**config.mk**
```make
export PLATFORM = sky130hd
export DESIGN_NAME = clock_divider_bank
export DESIGN_NICKNAME = d
export VERILOG_FILES = /design/src/rtl/clock_divider_bank.sv
export SDC_FILE = /design/constraint.sdc
export NUM_CORES = 1
export LEC_CHECK = 0
export CAP_MARGIN = 25
export CORE_MARGIN = 4
export CORE_UTILIZATION = 56
export CTS_BUF_LIST = sky130_fd_sc_hd__clkbuf_16
export DETAILED_ROUTE_END_ITERATION = 10
export PLACE_DENSITY_LB_ADDON = 0.05
export SLEW_MARGIN = 20
export SYNTH_ARGS = -nofsm -noshare
export SYNTH_HDL_FRONTEND = slang
export SYNTH_SLANG_ARGS = --single-unit
```
**constraint.sdc**
```tcl
create_clock -name clk -period 3.78 [get_ports clk]
set_clock_uncertainty 0.2 [all_clocks]
set_input_delay 0.945 -clock clk [delete_from_list [all_inputs] [get_ports clk]]
set_output_delay 0.945 -clock clk [all_outputs]
set_load 0.02 [all_outputs]
```
**src/rtl/clock_divider_bank.sv**
```systemverilog
// rtl/clock_divider_bank.sv - bank of run-time programmable clock dividers with shadowed divisors
module clock_divider_bank #(
    parameter int NUM_CH = 4,
    parameter int DIV_W  = 16,
    localparam int CH_W  = (NUM_CH > 1) ? $clog2(NUM_CH) : 1
) (
    input  logic              clk,
    input  logic              rst_n,
    input  logic [NUM_CH-1:0] en_i,
    input  logic              sync_i,
    input  logic              cfg_we_i,
    input  logic [CH_W-1:0]   cfg_ch_i,
    input  logic [DIV_W-1:0]  cfg_div_i,
    output logic [NUM_CH-1:0] gen_clk_o,
    output logic [NUM_CH-1:0] rise_stb_o,
    output logic [NUM_CH-1:0] fall_stb_o,
    output logic [NUM_CH-1:0] busy_o,
    output logic [NUM_CH-1:0] cfg_pend_o
);

    typedef enum logic {IDLE, RUN} state_t;

    for (genvar g = 0; g < NUM_CH; g++) begin : g_ch
        state_t           state;
        logic [DIV_W-1:0] cnt;
        logic [DIV_W-1:0] div_q;
        logic [DIV_W-1:0] div_p;
        logic [DIV_W-1:0] half;
        logic [DIV_W-1:0] next_div;
        logic             pend;
        logic             wr;
        logic             last;
        logic             gen_q;
        logic             rise_q;
        logic             fall_q;

        // Out-of-range channel indices match no channel, so such writes are dropped.
        assign wr       = cfg_we_i && (cfg_ch_i == CH_W'(g));
        assign half     = div_q - (div_q >> 1);
        assign last     = (cnt >= div_q - DIV_W'(1));
        assign next_div = pend ? div_p : div_q;

        always_ff @(posedge clk or negedge rst_n) begin
            if (!rst_n) begin
                state  <= IDLE;
                cnt    <= '0;
                div_q  <= '0;
                div_p  <= '0;
                pend   <= 1'b0;
                gen_q  <= 1'b0;
                rise_q <= 1'b0;
                fall_q <= 1'b0;
            end else begin
                gen_q  <= (state == RUN) && (cnt < half);
                rise_q <= (state == RUN) && (cnt == '0);
                fall_q <= (state == RUN) && (cnt == half);

                case (state)
                    IDLE: begin
                        cnt <= '0;
                        if (pend) begin
                            div_q <= div_p;
                            pend  <= 1'b0;
                        end
                        if (en_i[g] && (div_q >= DIV_W'(2)))
                            state <= RUN;
                    end
                    RUN: begin
                        // sync restarts the period early and keeps the channel running
                        if (sync_i || last) begin
                            cnt <= '0;
                            if (pend) begin
                                div_q <= div_p;
                                pend  <= 1'b0;
                            end
                            if ((next_div < DIV_W'(2)) || (!sync_i && !en_i[g]))
                                state <= IDLE;
                        end else begin
                            cnt <= cnt + DIV_W'(1);
                        end
                    end
                    default: state <= IDLE;
                endcase

                // A write in the same cycle as an application leaves the new value pending.
                if (wr) begin
                    div_p <= cfg_div_i;
                    pend  <= 1'b1;
                end
            end
        end

        assign gen_clk_o[g]  = gen_q;
        assign rise_stb_o[g] = rise_q;
        assign fall_stb_o[g] = fall_q;
        assign busy_o[g]     = (state == RUN);
        assign cfg_pend_o[g] = pend;
    end

endmodule
```
==> metrics.yaml, run 1 <==
logic_synthesis:
  yosysTopAreaCell: "dfrtp_1"
  synthAdderAreaFrac_pct: 21.4
  synthCells: 1674
  muxShareOfSynthArea_pct: 8.74
  async_flop_share_pct: 100
  synth-main-ff-cell: "dfrtp_1"
  synth_compound_area_share_pct: 9.92
  synth_top_family_by_area: "adder cells"
  syn_area_um2: 16500
  synth_edf_count: 0
  ys_types: 67
  synth.avg_cell_area_um2: 9.86
  synth-seq-area-share_pct: 32.2
  ys_ff_latch: 212
  netlist_top_cells_area: "dfrtp_1 (32%), ha_1 (21%), mux2_2 (7.7%)"
  synthSimpleGateAreaFrac_pct: 14.7
  yosys.area_share.xor_xnor_pct: 8.71
  synth_top_area_share_pct: 32.2
  yosysMostFrequentCell: "ha_1"
  yosysWarnings: 0
  syn-num-nets: 1980
  yosys-top-cells-count: "ha_1 (276), dfrtp_1 (212), nor2_1 (149)"
sta:
  slew-limit-headroom_pct: 38.3
  fin_ws_ps: 50.8
  grt_setup_unrepaired: "true"
  setup_tns_ps: 0
  fmax_mhz: 268
  fin_crit_ps: 3730
  tightest_slew_ps: 926
  final_hold_viol_count: 0
  slew_viol_final: 0
  fin_crit_sh_pct: 98.7
  setup_viol: 0
place:
  pre_cts_slack_ps: -106
  port_buffers: 45
  hpwl_um: 31000
  numPlacedInstances: 2178
  placed_area_um2: 18100
  gp_congestion: 0.917
pwr:
  p_switching_mw: 6.89
  cellInternalPower_mw: 8.85
  peakVddDrop_uv: 496
  switching_share_pct: 43.8
  cellPowerDensity_nw_per_um2: 812
  pwr-share-seq_pct: 20.3
  pwr-share-clk_pct: 14.6
  p_leak_nw: 8.94
  power_mw: 15.7
  p_comb_share_pct: 65.1
global_routing:
  grt_pass1_wl_um: 66000
  antenna_found_initial: 1
  grt-ovfl-total: 0
  track_usage_pct: 24.5
  grt_pass1_vias: 12600
  grt_max_degree: 114
route:
  routed_wl_um: 40400
  drt_first_pass_iters: 5
  drt_iter0_markers: 696
  via_per_inst: 5.65
  post_drt_wl_per_cell_um: 18.1
  vias: 12600
  drc: 0
  ant_nets: 0
floorplanning:
  rows: 62
  initial_core_util_pct: 57.2
  ioPinCount: 46
  die_area_um2: 32300
  die_y_um: 180
  core_area_um2: 28900
  die_x_um: 180
cts:
  hold_buffers: 0
  clock_sinks: 212
  root_buffer: "clkbuf_16"
  clk_pin_slew_worst_paths_ps: 60
  clk_latency_ps: 530
  cts.path.max_buffers: 3
  cts_made_buffers: 25
  htreeDepth: 1
  cts_tree: "built"
layout:
  fin_area_um2: 19400
  syn_to_final_growth_pct: 17.5
  fillerInstances: 2399
  drive_gt1_share_pct: 19.7
  antenna_cells: 0
  stdcell_count: 2238
  fin_nets: 2142
setup_path:
  slowest_delay_ps: 440
  critPathArrivalTime_ps: 3940
  crit_start: "g_ch[1].div_q[2]"
  cpMaxStageDelayCell: "or4_4"
  path_max_fanout: 6
  startpoint_type: "register"
  crit_chain: "inv_2 > ha_4 > o21ba_4 > or4_4 > a2111oi_4 > a2111oi_4 > o41ai_2 > a21oi_1 > xnor2_1 > ha_1 > nand4_1 > or3_1 > and4b_1 > o221a_2"
  cp-end-kind: "register"
  crit_top_cell: "a2111oi_4"
  reg2regPathDepth: 14
  r2r-start: "g_ch[1].div_q[2]"
  critPathKind: "register to register"
  required_ps: 3990
flow_run:
  maxCapViolCount: 0
run_status:
  status: "finished, final reports clean"
hold_path:
  min_path_type: "input pin to async pin"
[area by class of cell]
class	instances	area (um^2)	share of cell area, %
multi-input combinational	1295	10900	56.0
clock inverter	20	155	0.800
sequential	212	5310	27.4
clock buffer	25	626	3.23
inverter	133	499	2.58
tap	384	480	2.48
timing repair buffer	169	1470	7.56
[per-stage QoR]
| stage | util [%] | hold slack [ps] |
|---|---|---|
| final | 67.2 | 209 |
| after global routing | 67.2 | 310 |
| after CTS | 65.4 | 298 |
| after detailed placement | 62.7 | 279 |
| after global placement | 62.7 | 266 |
| after floorplan | - | 252 |
[registers in the layout, indices dropped and copies added (netlist names)]
register     flops
g_ch.div_p      64
g_ch.rise_q      4
g_ch.cnt        64
g_ch.div_q      64
g_ch.gen_q       4
g_ch.pend        4
g_ch.fall_q      4
g_ch.state       4
[power by group through the flow]
stage,Sequential [mW],Combinational (mW),Clock [mW]
3_3_place_gp,3.20,9.27,0
4_1_cts,3.18,9.56,2.35
3_5_place_dp,3.22,9.47,0
2_1_floorplan,3.13,6.68,0
5_1_grt,3.25,11.5,2.44
6_report,3.19,10.3,2.30
[per-layer routing]
layer / vias up / GRT usage [%] / share of wire, %
li1: 6237 / - / -
met1: 6143 / 35.8 / 48
met2: 209 / 39.5 / 46
met3: 54 / 2.85 / 4.1
met4: 0 / 5.03 / 1.8
met5: - / 0 / 0
[cells by family after synthesis]
logic type / Yosys count
adder cells (fa/ha/maj): 280
XOR/XNOR: 164
flip-flops: 212
buffers and inverters: 167
multiplexers: 128
AO/OA/AOI/OAI: 240
AND/OR/NAND/NOR: 483
[critical path, delay by kind of cell, from the launching register on]
kind	cells	cell delay [ps]
AO/OA/AOI/OAI	6	1160
XOR/XNOR	1	140
adder cells (fa/ha/maj)	2	510
buffers and inverters	1	130
flip-flops	1	380
AND/OR/NAND/NOR	4	1100
[worst paths after layout]
| path | slack (ps) | endpoint |
|---|---|---|
| worst max-delay path | 50 | g_ch[1].gen_q |
| worst min-delay path | 210 | g_ch[3].cnt[15] |
| worst max register to register | 50 | g_ch[1].gen_q |
| worst min register to register | 290 | g_ch[3].div_q[0] |
| max in group asynchronous | 2290 | g_ch[0].div_p[7] |
| min in group clk | 290 | g_ch[3].div_q[0] |
[cell usage in the layout (no fill, tap or decap), types with 11 or more instances in the layout]
| master | count |
|---|---|
| nor4_1 | 42 |
| mux2_1 | 15 |
| nor4b_1 | 11 |
| xor2_1 | 37 |
| xnor2_1 | 124 |
| clkbuf_16 | 26 |
| and3_1 | 19 |
| nor3_1 | 20 |
| buf_4 | 116 |
| mux2_2 | 113 |
| ha_1 | 268 |
| nand3_1 | 51 |
| nand2_1 | 77 |
| nor2_1 | 148 |
| o21bai_1 | 14 |
| or3_1 | 12 |
| a21oi_1 | 71 |
| nor2b_1 | 17 |
| nand4_1 | 33 |
| clkdlybuf4s50_1 | 44 |
| inv_1 | 127 |
| dfrtp_1 | 212 |
| nand2b_1 | 19 |
| o21ai_0 | 33 |
| a21o_1 | 16 |
[repair_timing]
item / in CTS / in global routing
pin swaps: 2 / 41
gates cloned: 0 / 1
resized for setup: 4 / 92
setup endpoints to repair: 39 / 112
setup buffers: 1 / 13
Power figures use the tool's default switching activity.
==> run 2: changes to the inputs <==
--- a/config.mk
+++ b/config.mk
@@ -10,8 +10,11 @@
 export CORE_UTILIZATION = 56
 export CTS_BUF_LIST = sky130_fd_sc_hd__clkbuf_16
 export DETAILED_ROUTE_END_ITERATION = 10
+export MAX_ROUTING_LAYER = met4
 export PLACE_DENSITY_LB_ADDON = 0.05
+export RECOVER_POWER = 25
 export SLEW_MARGIN = 20
 export SYNTH_ARGS = -nofsm -noshare
 export SYNTH_HDL_FRONTEND = slang
 export SYNTH_SLANG_ARGS = --single-unit
+export TNS_END_PERCENT = 50
==> run 2 against run 1 <==
The run now ends with max-capacitance violations, max-slew violations, negative setup slack left; sequential power is essentially flat; register-to-register slack lost 70 ps; non-clock buffer count shrank 7; critical endpoint unchanged; largest power group unchanged; highest routed layer unchanged.
==> metrics.yaml, run 2 (synthesis gave the netlist of run 1 again) <==
pwr:
  cellPowerDensity_nw_per_um2: 813  # was 812 nW/um^2
  p_leak_nw: 8.84  # was 8.94 nW
  switching_share_pct: 43.7  # was 43.8%
  pwr-share-clk_pct: 15.0  # was 14.6%
  p_switching_mw: 6.81  # was 6.89 mW
  peakVddDrop_uv: 501  # was 496 uV
  pwr-share-seq_pct: 20.5  # was 20.3%
  p_comb_share_pct: 64.4  # was 65.1%
  cellInternalPower_mw: 8.77  # was 8.85 mW
sta:
  slew_viol_final: 82  # was 0
  grt_setup_unrepaired: "true"  # unchanged
  fin_ws_ps: -15.7  # was 50.8 ps
  slew-limit-headroom_pct: -41.2  # was 38.3%
  fin_crit_ps: 3800  # was 3730 ps
  tightest_slew_ps: 2120  # was 926 ps
  fin_crit_sh_pct: 100  # was 98.7%
  fmax_mhz: 263  # was 268 MHz
  fin_hold_ws_ps: 278  # was 209 ps
  setup_viol: 1  # was 0
  final_hold_viol_count: 0  # unchanged
  setup_tns_ps: -15.7  # was 0 ps
global_routing:
  track_usage_pct: 25.0  # was 24.5%
  grt.busiest_layer: "met2"  # unchanged
  grt_use_met1_pct: 35.8  # about the same
  antenna_found_initial: 0  # was 1
  grt_pass1_vias: 12600  # about the same
  grt_pass1_wl_um: 65400  # was 66,000 um
  grt_max_degree: 83  # was 114
  use_met3_pct: 2.65  # was 2.85%
  grt_util_met2_pct: 39.2  # was 39.5%
  grt-ovfl-total: 0  # unchanged
cts:
  root_buffer: "clkbuf_16"  # unchanged
  htreeDepth: 1  # unchanged
  clock_sinks: 212  # unchanged
  clk_latency_ps: 520  # was 530 ps
  cts_made_buffers: 24  # was 25
  clk_pin_slew_worst_paths_ps: 60  # about the same
  cts_tree: "built"  # unchanged
  hold_buffers: 0  # unchanged
  cts.path.max_buffers: 3  # unchanged
flow_run:
  maxCapViolCount: 1  # was 0
route:
  drc: 0  # unchanged
  via_per_inst: 5.63  # was 5.65
  drt_first_pass_iters: 5  # unchanged
  drt_iter0_markers: 686  # was 696
  vias: 12600  # about the same
  ant_nets: 0  # unchanged
  routed_wl_um: 40100  # was 40,400 um
  post_drt_wl_per_cell_um: 18.0  # was 18.1 um
layout:
  layout_commonest_cell: "ha_1"  # unchanged
  syn_to_final_growth_pct: 16.1  # was 17.5%
  fillerInstances: 2402  # was 2,399
  fin_nets: 2134  # was 2,142
  multiInputGateArea_um2: 10700  # was 10,900 um^2
  largestRegisters: "g_ch.cnt (64), g_ch.div_p (64), g_ch.div_q (64)"  # unchanged
  fin_area_um2: 19200  # was 19,400 um^2
  antenna_cells: 0  # unchanged
  drive_gt1_share_pct: 18.1  # was 19.7%
  final_cell_mix: "ha_1 (269), dfrtp_1 (212), nor2_1 (146), inv_1 (128), xnor2_1 (127)"  # was ha_1 (268), dfrtp_1 (212), nor2_1 (148), inv_1 (127), xnor2_1 (124)
  regArea_um2: 5310  # unchanged
setup_path:
  startpoint_type: "register"  # unchanged
  cp-end-kind: "register"  # unchanged
  crit_chain: "buf_6 > ha_4 > o21ba_4 > or4_4 > a2111oi_4 > a2111oi_4 > o41ai_2 > a21oi_1 > xnor2_1 > ha_1 > nand4_1 > or3_1 > and4b_1 > o221a_2"  # was inv_2 > ha_4 > o21ba_4 > or4_4 > a2111oi_4 > a2111oi_4 > o41ai_2 > a21oi_1 > xnor2_1 > ha_1 > nand4_1 > or3_1 > and4b_1 > o221a_2
  cpMaxStageDelayCell: "or4_4"  # unchanged
  critPathKind: "register to register"  # unchanged
  crit_top_cell: "a2111oi_4"  # unchanged
  path_max_fanout: 3  # was 6
  slowest_delay_ps: 440  # about the same
  critPathArrivalTime_ps: 4010  # was 3940 ps
  required_ps: 3990  # about the same
floorplanning:
  initial_core_util_pct: 57.2  # unchanged
  rows: 62  # unchanged
  die_area_um2: 32300  # unchanged
  die_x_um: 180  # unchanged
  die_y_um: 180  # unchanged
  ioPinCount: 46  # unchanged
  core_area_um2: 28900  # unchanged
run_status:
  status: "complete, but fails checks"  # was finished, final reports clean
  violations: "max-capacitance violations, max-slew violations, negative setup slack"
place:
  placed_area_um2: 18100  # about the same
  gp_congestion: 0.929  # was 0.917
  hpwl_um: 31100  # was 31,000 um
  port_buffers: 45  # unchanged
hold_path:
  min_path_type: "register to register"  # was input pin to async pin
[run 2: cell types whose count changed in the layout (fill, tap and decap cells not counted), moves of 2 or more]
cell and delta:
o21ai_2 -3, buf_4 -5, xnor2_1 +3, clkinvlp_4 +3
a21oi_1 +5, buf_6 -2, nor2_1 -2, xnor2_2 -3
o21ai_0 +3, clkinv_2 -5, clkinv_4 -3, clkbuf_2 +2
a21oi_2 -4, a211oi_1 +2
[run 2: area by class of cell]
cell class	instances	share of cell area (%)
Multi-Input combinational cell	1295	55.9
Sequential cell	212	27.7
Timing Repair Buffer	162	7.18
Clock buffer	25	3.26
Inverter	133	2.61
Tap cell	384	2.51
Clock inverter	17	0.836
[run 2: final timing paths]
path / from / endpoint / slack [ps] / cells after the start
min in group asynchronous: rst_n / g_ch[3].cnt[11] / 820 / 1
max in group asynchronous: rst_n / g_ch[1].div_q[11] / 760 / 2
max: g_ch[1].div_q[1] / g_ch[1].gen_q / -20 / 14
min reg2reg: g_ch[1].div_p[0] / g_ch[1].div_q[0] / 280 / 1
min: g_ch[1].div_p[0] / g_ch[1].div_q[0] / 280 / 1
max reg2reg: g_ch[1].div_q[1] / g_ch[1].gen_q / -20 / 14
[run 2: per-layer routing]
layer	wire length [um]	part of all wire (%)	vias up
li1	-	-	6230
met1	19500	49	6056
met2	18300	46	208
met3	1510	3.8	58
met4	810	2.0	0
met5	0	0	-
[run 2: stage by stage]
stage	instances	setup WS [ps]	util, %	power, mW
3_5_place_dp	2176	-90.1	62.7	12.7
2_1_floorplan	1674	10.6	-	9.81
5_1_grt	2228	-196	66.4	16.9
3_3_place_gp	2176	53.3	62.7	12.5
6_report	2228	-15.7	66.4	15.6
4_1_cts	2219	-31.7	65.4	15.2
[run 2: power groups by stage]
stage                     Combinational (mW)  Clock, mW  Sequential (mW)
after floorplan                         6.68          0             3.13
after global placement                  9.29          0             3.21
after detailed placement                9.48          0             3.23
after CTS                               9.58       2.39             3.20
after global routing                    11.2       2.49             3.26
final                                   10.0       2.34             3.20
[run 2: critical path, delay by kind of cell (launching register included)]
kind | cells | cell delay [ps]
DFF | 1 | 420
AOI/OAI and AO/OA | 6 | 1210
adders and majority gates | 2 | 440
and+or+nand+nor | 4 | 1110
buffers and inverters | 1 | 150
xor gates and xnor gates | 1 | 150
[run 2: timing repair]
item                       4_1_cts  5_1_grt
pin swaps                        2       29
setup endpoints to repair       64      108
resized for setup                6       63
setup buffers                    1        9
